==> config.mk <==
export PLATFORM = sky130hd
export DESIGN_NAME = cavlc_bit_packer
export DESIGN_NICKNAME = d
export VERILOG_FILES = /design/src/rtl/cavlc_bit_packer.sv
export SDC_FILE = /design/constraint.sdc
export NUM_CORES = 1
export LEC_CHECK = 0
export CAP_MARGIN = 20
export CORE_UTILIZATION = 41
export CTS_BUF_LIST = sky130_fd_sc_hd__clkbuf_4 sky130_fd_sc_hd__clkbuf_8
export DETAILED_ROUTE_END_ITERATION = 7
export HOLD_SLACK_MARGIN = 0.06
export RECOVER_POWER = 100
export REMOVE_ABC_BUFFERS = 1
export SYNTH_ARGS = -nofsm -noshare
export SYNTH_HDL_FRONTEND = slang
export SYNTH_SLANG_ARGS = --single-unit
==> constraint.sdc <==
create_clock -name clk -period 13.71 [get_ports clk]
set_input_delay 2.742 -clock clk [delete_from_list [all_inputs] [get_ports clk]]
set_output_delay 2.742 -clock clk [all_outputs]
set_load 0.02 [all_outputs]
==> src/rtl/cavlc_bit_packer.sv <==
// CAVLC bit packer: concatenates variable-length code fragments MSB-first
// into fixed-width, left-aligned output words, with an end-of-block flush
// that emits a zero-padded final word and a completion pulse.
module cavlc_bit_packer #(
    parameter int CODE_W = 19,
    parameter int OUT_W  = 32,
    parameter int CNT_W  = 32,
    localparam int LEN_W = $clog2(CODE_W + 1),
    localparam int OB_W  = $clog2(OUT_W + 1)
) (
    input  logic              clk,
    input  logic              rst,
    input  logic              in_valid,
    output logic              in_ready,
    input  logic [CODE_W-1:0] code_bit,
    input  logic [LEN_W-1:0]  code_len,
    input  logic              in_flush,
    output logic              out_valid,
    input  logic              out_ready,
    output logic [OUT_W-1:0]  out_data,
    output logic [OB_W-1:0]   out_bits,
    output logic              out_last,
    output logic              flush_done,
    output logic [CNT_W-1:0]  bit_cnt
);

    localparam int BUF_W  = OUT_W + CODE_W - 1;
    localparam int FILL_W = $clog2(BUF_W + 1);

    typedef enum logic [0:0] {
        RUN   = 1'b0,
        FLUSH = 1'b1
    } state_t;

    state_t             state_q, state_d;
    logic [BUF_W-1:0]   buf_q, buf_d;
    logic [FILL_W-1:0]  fill_q, fill_d;
    logic               alive_q;
    logic               out_valid_q, out_valid_d;
    logic [OUT_W-1:0]   out_data_q, out_data_d;
    logic [OB_W-1:0]    out_bits_q, out_bits_d;
    logic               out_last_q, out_last_d;
    logic               flush_done_q, flush_done_d;
    logic [CNT_W-1:0]   bit_cnt_q, bit_cnt_d;

    logic [LEN_W-1:0]   len_eff;
    logic [CODE_W-1:0]  code_masked;
    logic [FILL_W-1:0]  shamt;
    logic [BUF_W-1:0]   appended;
    logic               accept;
    logic               out_hs;
    logic               word_full;

    // Ready depends only on registered state; alive_q holds it low through reset.
    assign in_ready = alive_q & (state_q == RUN) & (fill_q < FILL_W'(OUT_W));

    assign out_valid  = out_valid_q;
    assign out_data   = out_data_q;
    assign out_bits   = out_bits_q;
    assign out_last   = out_last_q;
    assign flush_done = flush_done_q;
    assign bit_cnt    = bit_cnt_q;

    // Clamp the length, drop bits at or above it, and place them just below the valid bits.
    always_comb begin
        if (code_len > LEN_W'(CODE_W)) begin
            len_eff = LEN_W'(CODE_W);
        end else begin
            len_eff = code_len;
        end
        code_masked = {CODE_W{1'b0}};
        for (int i = 0; i < CODE_W; i++) begin
            code_masked[i] = (i < int'(len_eff)) ? code_bit[i] : 1'b0;
        end
        shamt    = FILL_W'(BUF_W) - fill_q - FILL_W'(len_eff);
        appended = buf_q | (BUF_W'(code_masked) << shamt);
    end

    // Next-state logic: buffer, fill, counter and RUN/FLUSH transitions.
    always_comb begin
        accept       = in_valid & in_ready;
        out_hs       = out_valid_q & out_ready;
        state_d      = state_q;
        buf_d        = buf_q;
        fill_d       = fill_q;
        bit_cnt_d    = bit_cnt_q;
        flush_done_d = 1'b0;
        if (out_hs) begin
            if (out_last_q) begin
                buf_d        = {BUF_W{1'b0}};
                fill_d       = {FILL_W{1'b0}};
                bit_cnt_d    = {CNT_W{1'b0}};
                flush_done_d = 1'b1;
                state_d      = RUN;
            end else begin
                buf_d  = buf_q << OUT_W;
                fill_d = fill_q - FILL_W'(OUT_W);
            end
        end else if (accept) begin
            buf_d     = appended;
            fill_d    = fill_q + FILL_W'(len_eff);
            bit_cnt_d = bit_cnt_q + CNT_W'(len_eff);
            if (in_flush) begin
                if (fill_d == {FILL_W{1'b0}}) begin
                    // Nothing buffered: the flush completes without any output word.
                    flush_done_d = 1'b1;
                    bit_cnt_d    = {CNT_W{1'b0}};
                    state_d      = RUN;
                end else begin
                    state_d = FLUSH;
                end
            end else begin
                state_d = state_q;
            end
        end else begin
            state_d = state_q;
        end
    end

    // Output word decode from the next buffer state so outputs can be registered.
    always_comb begin
        word_full   = (fill_d >= FILL_W'(OUT_W));
        out_valid_d = word_full | ((state_d == FLUSH) & (fill_d != {FILL_W{1'b0}}));
        out_last_d  = out_valid_d & (state_d == FLUSH) & (fill_d <= FILL_W'(OUT_W));
        if (out_valid_d) begin
            out_data_d = buf_d[BUF_W-1 -: OUT_W];
            if (word_full) begin
                out_bits_d = OB_W'(OUT_W);
            end else begin
                out_bits_d = OB_W'(fill_d);
            end
        end else begin
            out_data_d = {OUT_W{1'b0}};
            out_bits_d = {OB_W{1'b0}};
        end
    end

    // State and output registers; reset discards everything immediately.
    always_ff @(posedge clk or posedge rst) begin
        if (rst) begin
            state_q      <= RUN;
            buf_q        <= {BUF_W{1'b0}};
            fill_q       <= {FILL_W{1'b0}};
            alive_q      <= 1'b0;
            out_valid_q  <= 1'b0;
            out_data_q   <= {OUT_W{1'b0}};
            out_bits_q   <= {OB_W{1'b0}};
            out_last_q   <= 1'b0;
            flush_done_q <= 1'b0;
            bit_cnt_q    <= {CNT_W{1'b0}};
        end else begin
            state_q      <= state_d;
            buf_q        <= buf_d;
            fill_q       <= fill_d;
            alive_q      <= 1'b1;
            out_valid_q  <= out_valid_d;
            out_data_q   <= out_data_d;
            out_bits_q   <= out_bits_d;
            out_last_q   <= out_last_d;
            flush_done_q <= flush_done_d;
            bit_cnt_q    <= bit_cnt_d;
        end
    end

endmodule
==> impl_metrics.prom, run 1 <==
# TYPE chip_impl_metric gauge
chip_impl_metric{name="worstPathArrival",unit="ns"} 8.84
chip_impl_metric{name="num-nets-final",unit=""} 1017
chip_impl_info{name="most_common_cell_after_layout_fill_and_taps_aside",value="sky130_fd_sc_hd__dfrtp_1"} 1
chip_impl_info{name="tritoncts",value="yes"} 1
chip_impl_metric{name="drt-wirelength-per-cell",unit="um"} 19.45
chip_impl_metric{name="antenna_found_initial",unit=""} 0
chip_impl_metric{name="sequentialPowerShare",unit="%"} 25.0
chip_impl_metric{name="die_width",unit="um"} 142.8
chip_impl_metric{name="worst-path-max-fanout",unit=""} 34
chip_impl_metric{name="fin_setup_tns",unit="ns"} 0
chip_impl_metric{name="r2r_slack",unit="ns"} 8.52
chip_impl_info{name="clock_tree.root_cell",value="sky130_fd_sc_hd__clkbuf_8"} 1
chip_impl_metric{name="fp.coreArea",unit="um^2"} 19460
chip_impl_metric{name="seqCellArea",unit="um^2"} 3278
chip_impl_metric{name="maxClockFrequency",unit="MHz"} 117.4
chip_impl_metric{name="floorplan.die.height",unit="um"} 142.8
chip_impl_info{name="rr_endpoint",value="out_data[29]"} 1
chip_impl_metric{name="finalPower",unit="mW"} 2.181
chip_impl_metric{name="ys_warn_count",unit=""} 0
chip_impl_metric{name="grt_first_pass_wirelength",unit="mm"} 39.08
chip_impl_metric{name="gate_power_share",unit="%"} 58.7
chip_impl_info{name="synth_top_flop_cell",value="sky130_fd_sc_hd__dfrtp_1"} 1
chip_impl_metric{name="synth_cell_type_count",unit=""} 86
chip_impl_metric{name="io_pins",unit=""} 103
chip_impl_metric{name="dp.final_hpwl",unit="mm"} 16.91
chip_impl_metric{name="ys_seq_area_share",unit="%"} 40.31
chip_impl_metric{name="async_flop_share",unit="%"} 100.0
chip_impl_metric{name="gp_congestion",unit=""} 0.9062
chip_impl_info{name="min_path_type",value="reg2reg"} 1
chip_impl_metric{name="final_min_period_over_clock_period",unit="%"} 62.13
chip_impl_info{name="endpoint_kind",value="flip-flop"} 1
chip_impl_metric{name="power.internal",unit="mW"} 1.116
chip_impl_metric{name="multi_input_comb_area",unit="um^2"} 4428
chip_impl_info{name="rsz0062_at_grt",value="no"} 1
chip_impl_metric{name="layout.filler_cells",unit=""} 1877
chip_impl_metric{name="cts-resized-gates",unit=""} 0
chip_impl_metric{name="power.clock.fraction",unit="%"} 16.3
chip_impl_metric{name="post-route-drc-count",unit=""} 0
chip_impl_metric{name="dieArea",unit="um^2"} 20400
chip_impl_metric{name="io_buffers",unit=""} 102
chip_impl_metric{name="cts_num_sinks",unit=""} 131
chip_impl_metric{name="synth_seq_cells",unit=""} 131
chip_impl_info{name="layout_common_cells",value="sky130_fd_sc_hd__dfrtp_1, sky130_fd_sc_hd__a21oi_1, sky130_fd_sc_hd__dlygate4sd3_1, sky130_fd_sc_hd__nor2_1, sky130_fd_sc_hd__nand2_1"} 1
chip_impl_metric{name="hold_path_depth",unit=""} 2
chip_impl_metric{name="max-slew-margin-rel",unit="%"} -117.7
chip_impl_info{name="holdPathEnd",value="buf_q[33]"} 1
chip_impl_metric{name="synth_top_area_share",unit="%"} 40.31
chip_impl_metric{name="routed_wirelength",unit="mm"} 24.25
chip_impl_metric{name="finalWorstPathRequiredPeriod",unit="ns"} 8.518
chip_impl_info{name="outcome",value="finished with violations"} 1
chip_impl_metric{name="post_synth_inst_count",unit=""} 906
chip_impl_metric{name="finalMaxSlewViolations",unit=""} 259
chip_impl_metric{name="post_cts.repair.setup_buffers",unit=""} 0
chip_impl_metric{name="grt_overflow",unit=""} 0
chip_impl_metric{name="antenna_cells",unit=""} 0
chip_impl_metric{name="final_hold_viol_count",unit=""} 0
chip_impl_info{name="category_of_the_most_critical_setup_path",value="in2reg"} 1
chip_impl_info{name="synth_top_cells_by_area",value="sky130_fd_sc_hd__dfrtp_1, sky130_fd_sc_hd__a21oi_1, sky130_fd_sc_hd__nor2_1"} 1
chip_impl_metric{name="fin_skew",unit="ns"} 0.01603
chip_impl_metric{name="place_worst_setup_slack",unit="ns"} 6.036
chip_impl_metric{name="instances_no_fill",unit=""} 1247
chip_impl_metric{name="synthToLayoutAreaGrowth",unit="%"} 18.95
chip_impl_metric{name="switchingPower",unit="mW"} 1.066
chip_impl_info{name="setup.worst_path.start_class",value="primary input"} 1
chip_impl_metric{name="post-place-cells",unit=""} 1216
chip_impl_metric{name="power-per-cell-area",unit="nW/um^2"} 225.5
chip_impl_metric{name="clk_path_buf_depth",unit=""} 2
chip_impl_metric{name="vias_in_the_first_global_route",unit=""} 7239
chip_impl_info{name="synth_top_cell_by_area",value="sky130_fd_sc_hd__dfrtp_1"} 1
chip_impl_metric{name="drt_pre_antenna_iters",unit=""} 7
chip_impl_metric{name="leakagePower",unit="nW"} 4.209
chip_impl_metric{name="via_count",unit=""} 7378
chip_impl_metric{name="netSwitchingFraction",unit="%"} 48.85
chip_impl_metric{name="syn_area_per_cell",unit="um^2"} 8.977
chip_impl_metric{name="whs",unit="ns"} 0.4860
chip_impl_metric{name="cts_max_level",unit=""} 4
chip_impl_metric{name="vdd.ir_drop.worst",unit="mV"} 0.1119
chip_impl_metric{name="groute.usage.overall",unit="%"} 25.11
chip_impl_metric{name="postRouteAntennaNets",unit=""} 0
chip_impl_metric{name="postLayoutSetupSlackWorst",unit="ns"} 5.192
chip_impl_metric{name="row_count",unit=""} 51
chip_impl_metric{name="worst_r2r_path_depth",unit=""} 11
chip_impl_metric{name="via_per_inst",unit=""} 5.917
chip_impl_metric{name="max-cap-violations",unit=""} 5
chip_impl_metric{name="floorplan.initialDensity",unit="%"} 41.79
chip_impl_metric{name="largest_net_degree_at_the_start_of_global_routing",unit=""} 74
chip_impl_metric{name="cts-buffers-inserted",unit=""} 17
chip_impl_metric{name="slew_at_the_pin_with_the_worst_max_slew_slack",unit="ns"} 3.248
chip_impl_metric{name="layout-drive-gt1-share",unit="%"} 7.026
chip_impl_metric{name="synth.cell_area",unit="um^2"} 8133
chip_impl_metric{name="drt_iter0_drc",unit=""} 573
chip_impl_metric{name="worstPathRequired",unit="ns"} 14.03
chip_impl_info{name="hold_start",value="buf_q[33]"} 1
chip_impl_metric{name="timing.final.setup_violations",unit=""} 0
chip_impl_metric{name="worst_skew_pair.late_latency",unit="ns"} 0.45
chip_impl_metric{name="clkSlewWorstSetupHoldPaths",unit="ns"} 0.08
chip_impl_info{name="r2r-start",value="fill_q[1]"} 1
chip_impl_metric{name="count_of_hold_fix_buffers_inserted_at_cts",unit=""} 0
chip_impl_info{name="failed_checks",value="max-capacitance violations, max-slew violations"} 1
chip_impl_metric{name="synth_edf_count",unit=""} 0
-- stage by stage --
stage | cell area, um^2 | utilization, %
final | 9674 | 49.71
after global routing | 9674 | 49.71
after CTS | 9757 | 50.13
after detailed placement | 9330 | 47.94
after global placement | 9330 | 47.94
after floorplan | 7804 | -
-- worst max path at each step --
stage | from | end | slack, ns | cells after the start
global placement | code_len[2] | out_data[13] | 6.15 | 11
global route | code_len[2] | out_data[13] | 4.91 | 15
detailed placement | code_len[2] | out_data[13] | 6.04 | 11
floorplan | code_len[3] | bit_cnt[12] | 6.43 | 11
CTS | code_len[2] | out_data[13] | 6.49 | 11
finish | code_len[2] | out_data[29] | 5.19 | 15
-- routing by layer --
metal | GRT usage (%) | vias up | wire [um]
met4 | 9.394 | 0 | 674
met5 | 0 | - | 0
met3 | 4.863 | 37 | 1258
met2 | 41.15 | 234 | 11590
li1 | - | 3514 | -
met1 | 32.81 | 3593 | 10730
-- critical path: stages --
cell and delay [ns]:
sky130_fd_sc_hd__dlygate4sd3_1 0.95, sky130_fd_sc_hd__or2_2 0.22, sky130_fd_sc_hd__nand2_1 0.06, sky130_fd_sc_hd__nand2b_1 0.18
sky130_fd_sc_hd__inv_1 0.10, sky130_fd_sc_hd__ha_1 0.44, sky130_fd_sc_hd__nand2_1 0.10, sky130_fd_sc_hd__fa_1 0.46
sky130_fd_sc_hd__xor2_2 0.17, sky130_fd_sc_hd__clkbuf_1 1.28, sky130_fd_sc_hd__nor2_1 0.54, sky130_fd_sc_hd__a32o_1 0.43
sky130_fd_sc_hd__nor4_1 0.69, sky130_fd_sc_hd__a21oi_1 0.18, sky130_fd_sc_hd__nor3_1 0.27
-- sequential cells by signal, indices dropped and copies added, names as in the netlist --
name and flops:
alive_q 1, bit_cnt 32, buf_q 50, fill_q 6, flush_done 1, out_bits 6, out_data 32, out_last 1
out_valid 1, state_q 1
-- cell type report --
cell class / instances / share of cell area (%)
clock inverters: 11 / 1.565
repair buffers: 118 / 11.60
inverters: 23 / 0.9053
flip-flops and latches: 131 / 33.89
clock buffers: 20 / 2.845
multi-input cells: 679 / 45.77
well taps: 265 / 3.427
-- cell usage after synthesis, types with 10 or more instances --
master	n
sky130_fd_sc_hd__a211oi_1	14
sky130_fd_sc_hd__a21o_1	11
sky130_fd_sc_hd__a21oi_1	80
sky130_fd_sc_hd__a31oi_1	33
sky130_fd_sc_hd__and2_1	15
sky130_fd_sc_hd__and3_1	14
sky130_fd_sc_hd__buf_2	20
sky130_fd_sc_hd__clkbuf_1	44
sky130_fd_sc_hd__dfrtp_1	131
sky130_fd_sc_hd__ha_1	15
sky130_fd_sc_hd__inv_1	19
sky130_fd_sc_hd__mux2i_1	19
sky130_fd_sc_hd__mux4_2	11
sky130_fd_sc_hd__nand2_1	70
sky130_fd_sc_hd__nand2b_1	10
sky130_fd_sc_hd__nand3_1	52
sky130_fd_sc_hd__nand4_1	12
sky130_fd_sc_hd__nor2_1	75
sky130_fd_sc_hd__nor3_1	45
sky130_fd_sc_hd__o21ai_0	30
sky130_fd_sc_hd__xnor2_1	11
-- kinds of logic (layout without fill, tap and decap cells) --
group	Yosys count	count (layout)	synth area share (%)
XOR/XNOR	19	19	2.046
AO/OA/AOI/OAI	279	279	23.62
AND/OR/NAND/NOR	327	327	19.75
buffers and inverters	96	172	5.108
flip-flops	131	131	40.31
other	1	1	0.04611
multiplexers	32	32	5.692
adder cells (fa/ha/maj)	21	21	3.431
-- power groups by stage --
stage               sequential [mW]  clock, mW  combinational, mW
floorplan                     0.598          0              0.799
global placement              0.554          0               1.31
detailed placement            0.553          0               1.31
CTS                           0.548      0.362               1.31
global route                  0.557      0.381               1.39
finish                        0.544      0.355               1.28
Power figures use the tool's default switching activity.
==> run 2, diff against run 1 <==
==> constraint.sdc (replaced) <==
create_clock -name clk -period 8.45 [get_ports clk]
set_input_delay 1.69 -clock clk [delete_from_list [all_inputs] [get_ports clk]]
set_output_delay 1.69 -clock clk [all_outputs]
set_load 0.02 [all_outputs]
==> run 2 against run 1 <==
  * The run still ends with max-capacitance violations, max-slew violations left
  * Global-route usage is 0.21 points lower
  * Sequential cell count stayed put
  * Core utilization increased by 0.46 points
  * First-iteration DRC count grew 17%
  * Clock skew down 0.0022 ns
  * Final cell count grew 0.40%
  * Setup slack lost 3.5 ns
  * Die area is the same
  * Critical endpoint unchanged
  * Largest cell class unchanged
==> impl_metrics.prom, run 2 (same netlist as run 1, synthesis figures left out) <==
# TYPE chip_impl_metric gauge
chip_impl_info{name="outcome",value="finished with violations"} 1
chip_impl_info{name="failed_checks",value="max-capacitance violations, max-slew violations"} 1
chip_impl_metric{name="power.internal",unit="mW"} 1.840
chip_impl_info{name="min_path_type",value="reg2reg"} 1
chip_impl_metric{name="via_per_inst",unit=""} 5.972
chip_impl_metric{name="r2r_slack",unit="ns"} 3.98
chip_impl_metric{name="sequentialPowerShare",unit="%"} 25.0
chip_impl_metric{name="power.clock.fraction",unit="%"} 16.8
chip_impl_metric{name="largest_register_ffs",unit=""} 50
chip_impl_metric{name="count_of_hold_fix_buffers_inserted_at_cts",unit=""} 0
chip_impl_metric{name="final_min_period_over_clock_period",unit="%"} 79.84
chip_impl_info{name="endpoint_kind",value="flip-flop"} 1
chip_impl_metric{name="io_buffers",unit=""} 102
chip_impl_info{name="layout_common_cells",value="sky130_fd_sc_hd__dfrtp_1, sky130_fd_sc_hd__a21oi_1, sky130_fd_sc_hd__dlygate4sd3_1, sky130_fd_sc_hd__nor2_1, sky130_fd_sc_hd__nand2_1"} 1
chip_impl_metric{name="antenna_cells",unit=""} 0
chip_impl_info{name="r2r-start",value="fill_q[1]"} 1
chip_impl_metric{name="finalMaxSlewViolations",unit=""} 99
chip_impl_metric{name="fin_setup_tns",unit="ns"} 0
chip_impl_metric{name="final_util",unit="%"} 50.17
chip_impl_metric{name="finalWorstPathRequiredPeriod",unit="ns"} 6.746
chip_impl_metric{name="vias_in_the_first_global_route",unit=""} 7199
chip_impl_info{name="clock_tree.root_cell",value="sky130_fd_sc_hd__clkbuf_8"} 1
chip_impl_metric{name="final_hold_viol_count",unit=""} 0
chip_impl_metric{name="place_worst_setup_slack",unit="ns"} 2.097
chip_impl_metric{name="worst-path-max-fanout",unit=""} 19
chip_impl_metric{name="dieArea",unit="um^2"} 20400
chip_impl_metric{name="timing.final.setup_violations",unit=""} 0
chip_impl_metric{name="drt_pre_antenna_iters",unit=""} 5
chip_impl_metric{name="postLayoutSetupSlackWorst",unit="ns"} 1.704
chip_impl_metric{name="layout-drive-gt1-share",unit="%"} 7.700
chip_impl_metric{name="floorplan.die.height",unit="um"} 142.8
chip_impl_info{name="endpoint",value="out_data[29]"} 1
chip_impl_metric{name="antenna_found_initial",unit=""} 0
chip_impl_metric{name="netSwitchingFraction",unit="%"} 48.22
chip_impl_metric{name="clk_path_buf_depth",unit=""} 2
chip_impl_metric{name="cts_max_level",unit=""} 4
chip_impl_metric{name="via_count",unit=""} 7477
chip_impl_metric{name="row_count",unit=""} 51
chip_impl_metric{name="max-cap-violations",unit=""} 3
chip_impl_metric{name="gate_power_share",unit="%"} 58.3
chip_impl_metric{name="worstPathRequired",unit="ns"} 8.82
chip_impl_info{name="rsz0062_at_grt",value="no"} 1
chip_impl_metric{name="worstPathArrival",unit="ns"} 7.11
chip_impl_info{name="largest-register",value="buf_q"} 1
chip_impl_metric{name="cts-resized-gates",unit=""} 0
chip_impl_info{name="hold_start",value="buf_q[40]"} 1
chip_impl_metric{name="post_dp_cell_area",unit="um^2"} 9360
chip_impl_metric{name="floorplan.initialDensity",unit="%"} 41.79
chip_impl_metric{name="vdd.ir_drop.worst",unit="mV"} 0.1848
chip_impl_metric{name="routed_wirelength",unit="mm"} 23.93
chip_impl_metric{name="num-nets-final",unit=""} 1021
chip_impl_metric{name="grt_first_pass_wirelength",unit="mm"} 38.80
chip_impl_metric{name="power-per-cell-area",unit="nW/um^2"} 364.0
chip_impl_metric{name="switchingPower",unit="mW"} 1.714
chip_impl_info{name="tritoncts",value="yes"} 1
chip_impl_metric{name="clkSlewWorstSetupHoldPaths",unit="ns"} 0.08
chip_impl_metric{name="die_width",unit="um"} 142.8
chip_impl_metric{name="instances_no_fill",unit=""} 1252
chip_impl_metric{name="post-route-drc-count",unit=""} 0
chip_impl_metric{name="drt_iter0_drc",unit=""} 671
chip_impl_metric{name="final_area",unit="um^2"} 9764
chip_impl_metric{name="whs",unit="ns"} 0.4896
chip_impl_metric{name="io_pins",unit=""} 103
chip_impl_info{name="setup.worst_path.start_class",value="primary input"} 1
chip_impl_metric{name="fp.coreArea",unit="um^2"} 19460
chip_impl_metric{name="largest_net_degree_at_the_start_of_global_routing",unit=""} 83
chip_impl_metric{name="gp_congestion",unit=""} 0.9932
chip_impl_metric{name="slew_at_the_pin_with_the_worst_max_slew_slack",unit="ns"} 2.233
chip_impl_metric{name="fin_skew",unit="ns"} 0.01379
chip_impl_info{name="most_common_cell_after_layout_fill_and_taps_aside",value="sky130_fd_sc_hd__dfrtp_1"} 1
chip_impl_metric{name="leakagePower",unit="nW"} 4.252
chip_impl_metric{name="cts_num_sinks",unit=""} 131
chip_impl_metric{name="post-place-cells",unit=""} 1219
chip_impl_metric{name="synthToLayoutAreaGrowth",unit="%"} 20.06
chip_impl_metric{name="grt_overflow",unit=""} 0
chip_impl_metric{name="maxClockFrequency",unit="MHz"} 148.2
chip_impl_info{name="rr_endpoint",value="out_data[29]"} 1
chip_impl_metric{name="max-slew-margin-rel",unit="%"} -49.70
chip_impl_metric{name="worst_r2r_path_depth",unit=""} 11
chip_impl_metric{name="groute.usage.overall",unit="%"} 24.90
chip_impl_metric{name="drt-wirelength-per-cell",unit="um"} 19.11
chip_impl_info{name="category_of_the_most_critical_setup_path",value="in2reg"} 1
chip_impl_metric{name="dp.final_hpwl",unit="mm"} 16.80
chip_impl_metric{name="finalPower",unit="mW"} 3.554
chip_impl_info{name="startpoint",value="code_len[2]"} 1
chip_impl_metric{name="post_cts.repair.setup_buffers",unit=""} 0
chip_impl_metric{name="worst_skew_pair.late_latency",unit="ns"} 0.46
chip_impl_metric{name="postRouteAntennaNets",unit=""} 0
chip_impl_metric{name="cts-buffers-inserted",unit=""} 17
-- run 2: cell types whose count changed in the layout (fill, tap and decap cells not counted), moves of 2 or more --
cell	previous run	this run
sky130_fd_sc_hd__clkinv_4	1	3
sky130_fd_sc_hd__a21oi_1	82	80
sky130_fd_sc_hd__a21oi_4	0	2
sky130_fd_sc_hd__buf_4	11	14
-- run 2: worst max-delay path, cell delays in order --
cell and delay, ns:
sky130_fd_sc_hd__dlygate4sd3_1 0.93, sky130_fd_sc_hd__nor2b_1 0.72, sky130_fd_sc_hd__xnor2_1 0.25, sky130_fd_sc_hd__inv_1 0.10, sky130_fd_sc_hd__fa_1 0.49, sky130_fd_sc_hd__xor2_1 0.71, sky130_fd_sc_hd__clkbuf_1 0.64, sky130_fd_sc_hd__nor2_1 0.35
sky130_fd_sc_hd__a32o_1 0.37, sky130_fd_sc_hd__nor4_2 0.45, sky130_fd_sc_hd__a21oi_1 0.16, sky130_fd_sc_hd__nor3_1 0.25
-- run 2: worst min-delay path by stage --
stage | endpoint | slack (ns) | depth (start not counted)
after CTS | buf_q[40] | 0.49 | 2
after detailed placement | buf_q[40] | 0.47 | 2
after floorplan | buf_q[33] | 0.45 | 2
after global routing | bit_cnt[22] | 0.52 | 1
final | buf_q[40] | 0.49 | 2
after global placement | buf_q[33] | 0.47 | 2
-- run 2: metal layers --
| layer | vias up | wire [um] | part of all wire (%) | global-route usage [%] |
|---|---|---|---|---|
| met5 | - | 0 | 0 | 0 |
| met4 | 0 | 622 | 2.6 | 9.508 |
| met2 | 235 | 11540 | 48 | 41.10 |
| li1 | 3530 | - | - | - |
| met3 | 32 | 1252 | 5.2 | 4.896 |
| met1 | 3680 | 10520 | 44 | 32.17 |
-- run 2: area by class of cell --
cell class,instances,area [um^2]
clock buffer,22,296.5
clock inverter,10,147.6
fill,1887,9698
inverter,23,87.58
multi-input combinational,679,4451
sequential,131,3278
tap,265,331.6
timing repair buffer,122,1172
-- run 2: power by group through the flow --
| stage | clock, mW | sequential, mW | combinational, mW |
|---|---|---|---|
| final | 0.596 | 0.887 | 2.07 |
| after global routing | 0.631 | 0.910 | 2.26 |
| after CTS | 0.606 | 0.894 | 2.11 |
| after detailed placement | 0 | 0.903 | 2.10 |
| after global placement | 0 | 0.905 | 2.09 |
| after floorplan | 0 | 0.971 | 1.30 |
==> run 3, diff against run 2 <==
==> constraint.sdc (replaced) <==
create_clock -name clk -period 6.45 [get_ports clk]
set_input_delay 1.29 -clock clk [delete_from_list [all_inputs] [get_ports clk]]
set_output_delay 1.29 -clock clk [all_outputs]
set_load 0.02 [all_outputs]
==> run 3 against run 2 <==
  * The flow still finishes with violations (max-capacitance violations, max-slew violations)
  * Register-to-register slack got worse by 1.4 ns
  * Final cell count increased by 0.64%
  * Hold slack improved by 0.0022 ns
  * Non-clock buffer count increased by 9
  * Clock skew decreased by 0.00077 ns
  * Die area unchanged
  * Critical path depth increased by 4
  * Clock power increased by 36%
  * Setup slack got worse by 1.0 ns
  * Cell area increased by 0.69%
  * First-iteration DRC count increased by 13%
  * Sequential share of layout area decreased by 0.23 points
  * Critical path type unchanged
==> impl_metrics.prom, run 3 (same netlist as run 1, synthesis figures left out) <==
# TYPE chip_impl_metric gauge
chip_impl_info{name="clock_tree.root_cell",value="sky130_fd_sc_hd__clkbuf_8"} 1
chip_impl_metric{name="leakagePower",unit="nW"} 4.299
chip_impl_metric{name="fin_skew",unit="ns"} 0.01302
chip_impl_metric{name="cts-resized-gates",unit=""} 0
chip_impl_metric{name="final_min_period_over_clock_period",unit="%"} 89.55
chip_impl_metric{name="multi_input_comb_area",unit="um^2"} 4448
chip_impl_metric{name="timing.final.setup_violations",unit=""} 0
chip_impl_metric{name="drt_pre_antenna_iters",unit=""} 7
chip_impl_metric{name="via_count",unit=""} 7474
chip_impl_info{name="failed_checks",value="max-capacitance violations, max-slew violations"} 1
chip_impl_metric{name="final_hold_viol_count",unit=""} 0
chip_impl_info{name="tritoncts",value="yes"} 1
chip_impl_metric{name="grt_overflow",unit=""} 0
chip_impl_metric{name="via_per_inst",unit=""} 5.932
chip_impl_metric{name="worstPathArrival",unit="ns"} 6.10
chip_impl_metric{name="postRouteAntennaNets",unit=""} 0
chip_impl_metric{name="floorplan.die.height",unit="um"} 142.8
chip_impl_info{name="category_of_the_most_critical_setup_path",value="in2reg"} 1
chip_impl_metric{name="worst_skew_pair.late_latency",unit="ns"} 0.44
chip_impl_metric{name="largest_net_degree_at_the_start_of_global_routing",unit=""} 85
chip_impl_metric{name="synthToLayoutAreaGrowth",unit="%"} 20.89
chip_impl_metric{name="vias_in_the_first_global_route",unit=""} 7168
chip_impl_metric{name="dp.final_hpwl",unit="mm"} 17.14
chip_impl_metric{name="fp.coreArea",unit="um^2"} 19460
chip_impl_metric{name="drt_iter0_drc",unit=""} 759
chip_impl_metric{name="cts_num_sinks",unit=""} 131
chip_impl_metric{name="io_buffers",unit=""} 102
chip_impl_metric{name="power.internal",unit="mW"} 2.489
chip_impl_metric{name="instances_no_fill",unit=""} 1260
chip_impl_metric{name="gp_congestion",unit=""} 0.9600
chip_impl_metric{name="antenna_found_initial",unit=""} 0
chip_impl_metric{name="max-cap-violations",unit=""} 1
chip_impl_metric{name="postLayoutSetupSlackWorst",unit="ns"} 0.6740
chip_impl_metric{name="cts-buffers-inserted",unit=""} 17
chip_impl_metric{name="groute.usage.overall",unit="%"} 25.40
chip_impl_info{name="most_common_cell_after_layout_fill_and_taps_aside",value="sky130_fd_sc_hd__dfrtp_1"} 1
chip_impl_metric{name="power-per-cell-area",unit="nW/um^2"} 484.6
chip_impl_metric{name="post_cts.repair.setup_buffers",unit=""} 0
chip_impl_metric{name="slew_at_the_pin_with_the_worst_max_slew_slack",unit="ns"} 3.598
chip_impl_metric{name="layout.filler_cells",unit=""} 1867
chip_impl_metric{name="worstPathRequired",unit="ns"} 6.77
chip_impl_metric{name="grt_first_pass_wirelength",unit="mm"} 39.90
chip_impl_info{name="setup.worst_path.start_class",value="primary input"} 1
chip_impl_metric{name="finalPower",unit="mW"} 4.765
chip_impl_metric{name="cts_max_level",unit=""} 4
chip_impl_metric{name="worst-path-max-fanout",unit=""} 17
chip_impl_info{name="largest-register",value="buf_q"} 1
chip_impl_metric{name="seqCellArea",unit="um^2"} 3278
chip_impl_metric{name="dieArea",unit="um^2"} 20400
chip_impl_metric{name="fin_setup_tns",unit="ns"} 0
chip_impl_metric{name="maxClockFrequency",unit="MHz"} 173.1
chip_impl_info{name="rsz0062_at_grt",value="no"} 1
chip_impl_metric{name="drt-wirelength-per-cell",unit="um"} 19.50
chip_impl_metric{name="io_pins",unit=""} 103
chip_impl_info{name="layout_common_cells",value="sky130_fd_sc_hd__dfrtp_1, sky130_fd_sc_hd__a21oi_1, sky130_fd_sc_hd__nor2_1, sky130_fd_sc_hd__dlygate4sd3_1, sky130_fd_sc_hd__nand2_1"} 1
chip_impl_metric{name="count_of_hold_fix_buffers_inserted_at_cts",unit=""} 0
chip_impl_metric{name="power.clock.fraction",unit="%"} 17.1
chip_impl_metric{name="floorplan.initialDensity",unit="%"} 41.79
chip_impl_metric{name="finalWorstPathRequiredPeriod",unit="ns"} 5.776
chip_impl_metric{name="layout-drive-gt1-share",unit="%"} 8.543
chip_impl_metric{name="row_count",unit=""} 51
chip_impl_metric{name="post-route-drc-count",unit=""} 0
chip_impl_metric{name="die_width",unit="um"} 142.8
chip_impl_metric{name="gate_power_share",unit="%"} 58.5
chip_impl_metric{name="switchingPower",unit="mW"} 2.275
chip_impl_metric{name="num-nets-final",unit=""} 1030
chip_impl_metric{name="largest_register_ffs",unit=""} 50
chip_impl_metric{name="routed_wirelength",unit="mm"} 24.57
chip_impl_metric{name="max-slew-margin-rel",unit="%"} -141.2
chip_impl_metric{name="whs",unit="ns"} 0.4918
chip_impl_info{name="min_path_type",value="reg2reg"} 1
chip_impl_metric{name="clkSlewWorstSetupHoldPaths",unit="ns"} 0.08
chip_impl_info{name="endpoint_kind",value="flip-flop"} 1
chip_impl_metric{name="antenna_cells",unit=""} 0
chip_impl_metric{name="place_worst_setup_slack",unit="ns"} 0.6389
chip_impl_metric{name="clk_path_buf_depth",unit=""} 2
chip_impl_metric{name="netSwitchingFraction",unit="%"} 47.75
chip_impl_info{name="outcome",value="finished with violations"} 1
chip_impl_metric{name="finalMaxSlewViolations",unit=""} 85
chip_impl_metric{name="sequentialPowerShare",unit="%"} 24.4
chip_impl_metric{name="vdd.ir_drop.worst",unit="mV"} 0.2109
chip_impl_metric{name="post-place-cells",unit=""} 1229
==> run 3: changes by cell type in the layout (fill, tap and decap cells not counted), sizes merged <==
cell           previous run  this run
clkbuf                   27        26
bufinv                    3         5
clkinv                    3         2
buf                      15        22
dlygate4sd3              76        75
clkdlybuf4s50            26        27
inv                      23        24
==> run 3: power by group through the flow <==
stage               registers [mW]  clock network, mW  logic (mW)
finish                        1.16              0.813        2.79
global route                  1.19              0.864        3.02
CTS                           1.17              0.830        2.83
detailed placement            1.18                  0        2.82
global placement              1.18                  0        2.82
floorplan                     1.27                  0        1.70
==> run 3: area by class of cell <==
class / count / share of cell area, %
clock inverters: 12 / 2.074
inverters: 23 / 0.8908
repair buffers: 131 / 12.48
well taps: 265 / 3.372
clock buffers: 19 / 2.596
flip-flops and latches: 131 / 33.34
multi-input cells: 679 / 45.24
==> run 3: worst paths after layout <==
check                             from           end  slack [ns]  cells past startpoint
max                        code_len[3]   out_data[2]        0.67                     16
min                          buf_q[33]     buf_q[33]        0.49                      2
max reg2reg                  fill_q[1]   out_data[2]        2.59                     11
min reg2reg                  buf_q[33]     buf_q[33]        0.49                      2
max in group asynchronous          rst     fill_q[0]        1.75                      3
min in group asynchronous          rst  out_data[25]        2.36                      2
==> run 3: worst max-delay path, cell delays in order <==
cell	delay (ns)
sky130_fd_sc_hd__clkdlybuf4s50_1	0.45
sky130_fd_sc_hd__clkbuf_1	0.50
sky130_fd_sc_hd__or2_2	0.22
sky130_fd_sc_hd__nand2_1	0.07
sky130_fd_sc_hd__nand2b_1	0.20
sky130_fd_sc_hd__inv_1	0.11
sky130_fd_sc_hd__ha_1	0.44
sky130_fd_sc_hd__nand2_1	0.11
sky130_fd_sc_hd__fa_1	0.46
sky130_fd_sc_hd__nand2b_1	0.18
sky130_fd_sc_hd__a21oi_1	0.23
sky130_fd_sc_hd__xor2_1	0.28
sky130_fd_sc_hd__nor3_1	0.21
sky130_fd_sc_hd__clkbuf_1	0.70
sky130_fd_sc_hd__o211ai_1	0.24
sky130_fd_sc_hd__a211oi_1	0.38
==> run 3: per-layer routing <==
metal  vias up  GRT usage, %  share of wire [%]
met5         -             0                  0
met4         0         8.772                2.4
met3        33         4.158                4.8
met2       236         41.36                 48
met1      3670         34.17                 45
li1       3535             -                  -
==> run 3: metrics by stage <==
step                util, %  cell area, um^2
finish                50.52             9832
global route          50.52             9832
CTS                   50.79             9886
detailed placement    48.43             9427
global placement      48.43             9427
floorplan                 -             7804
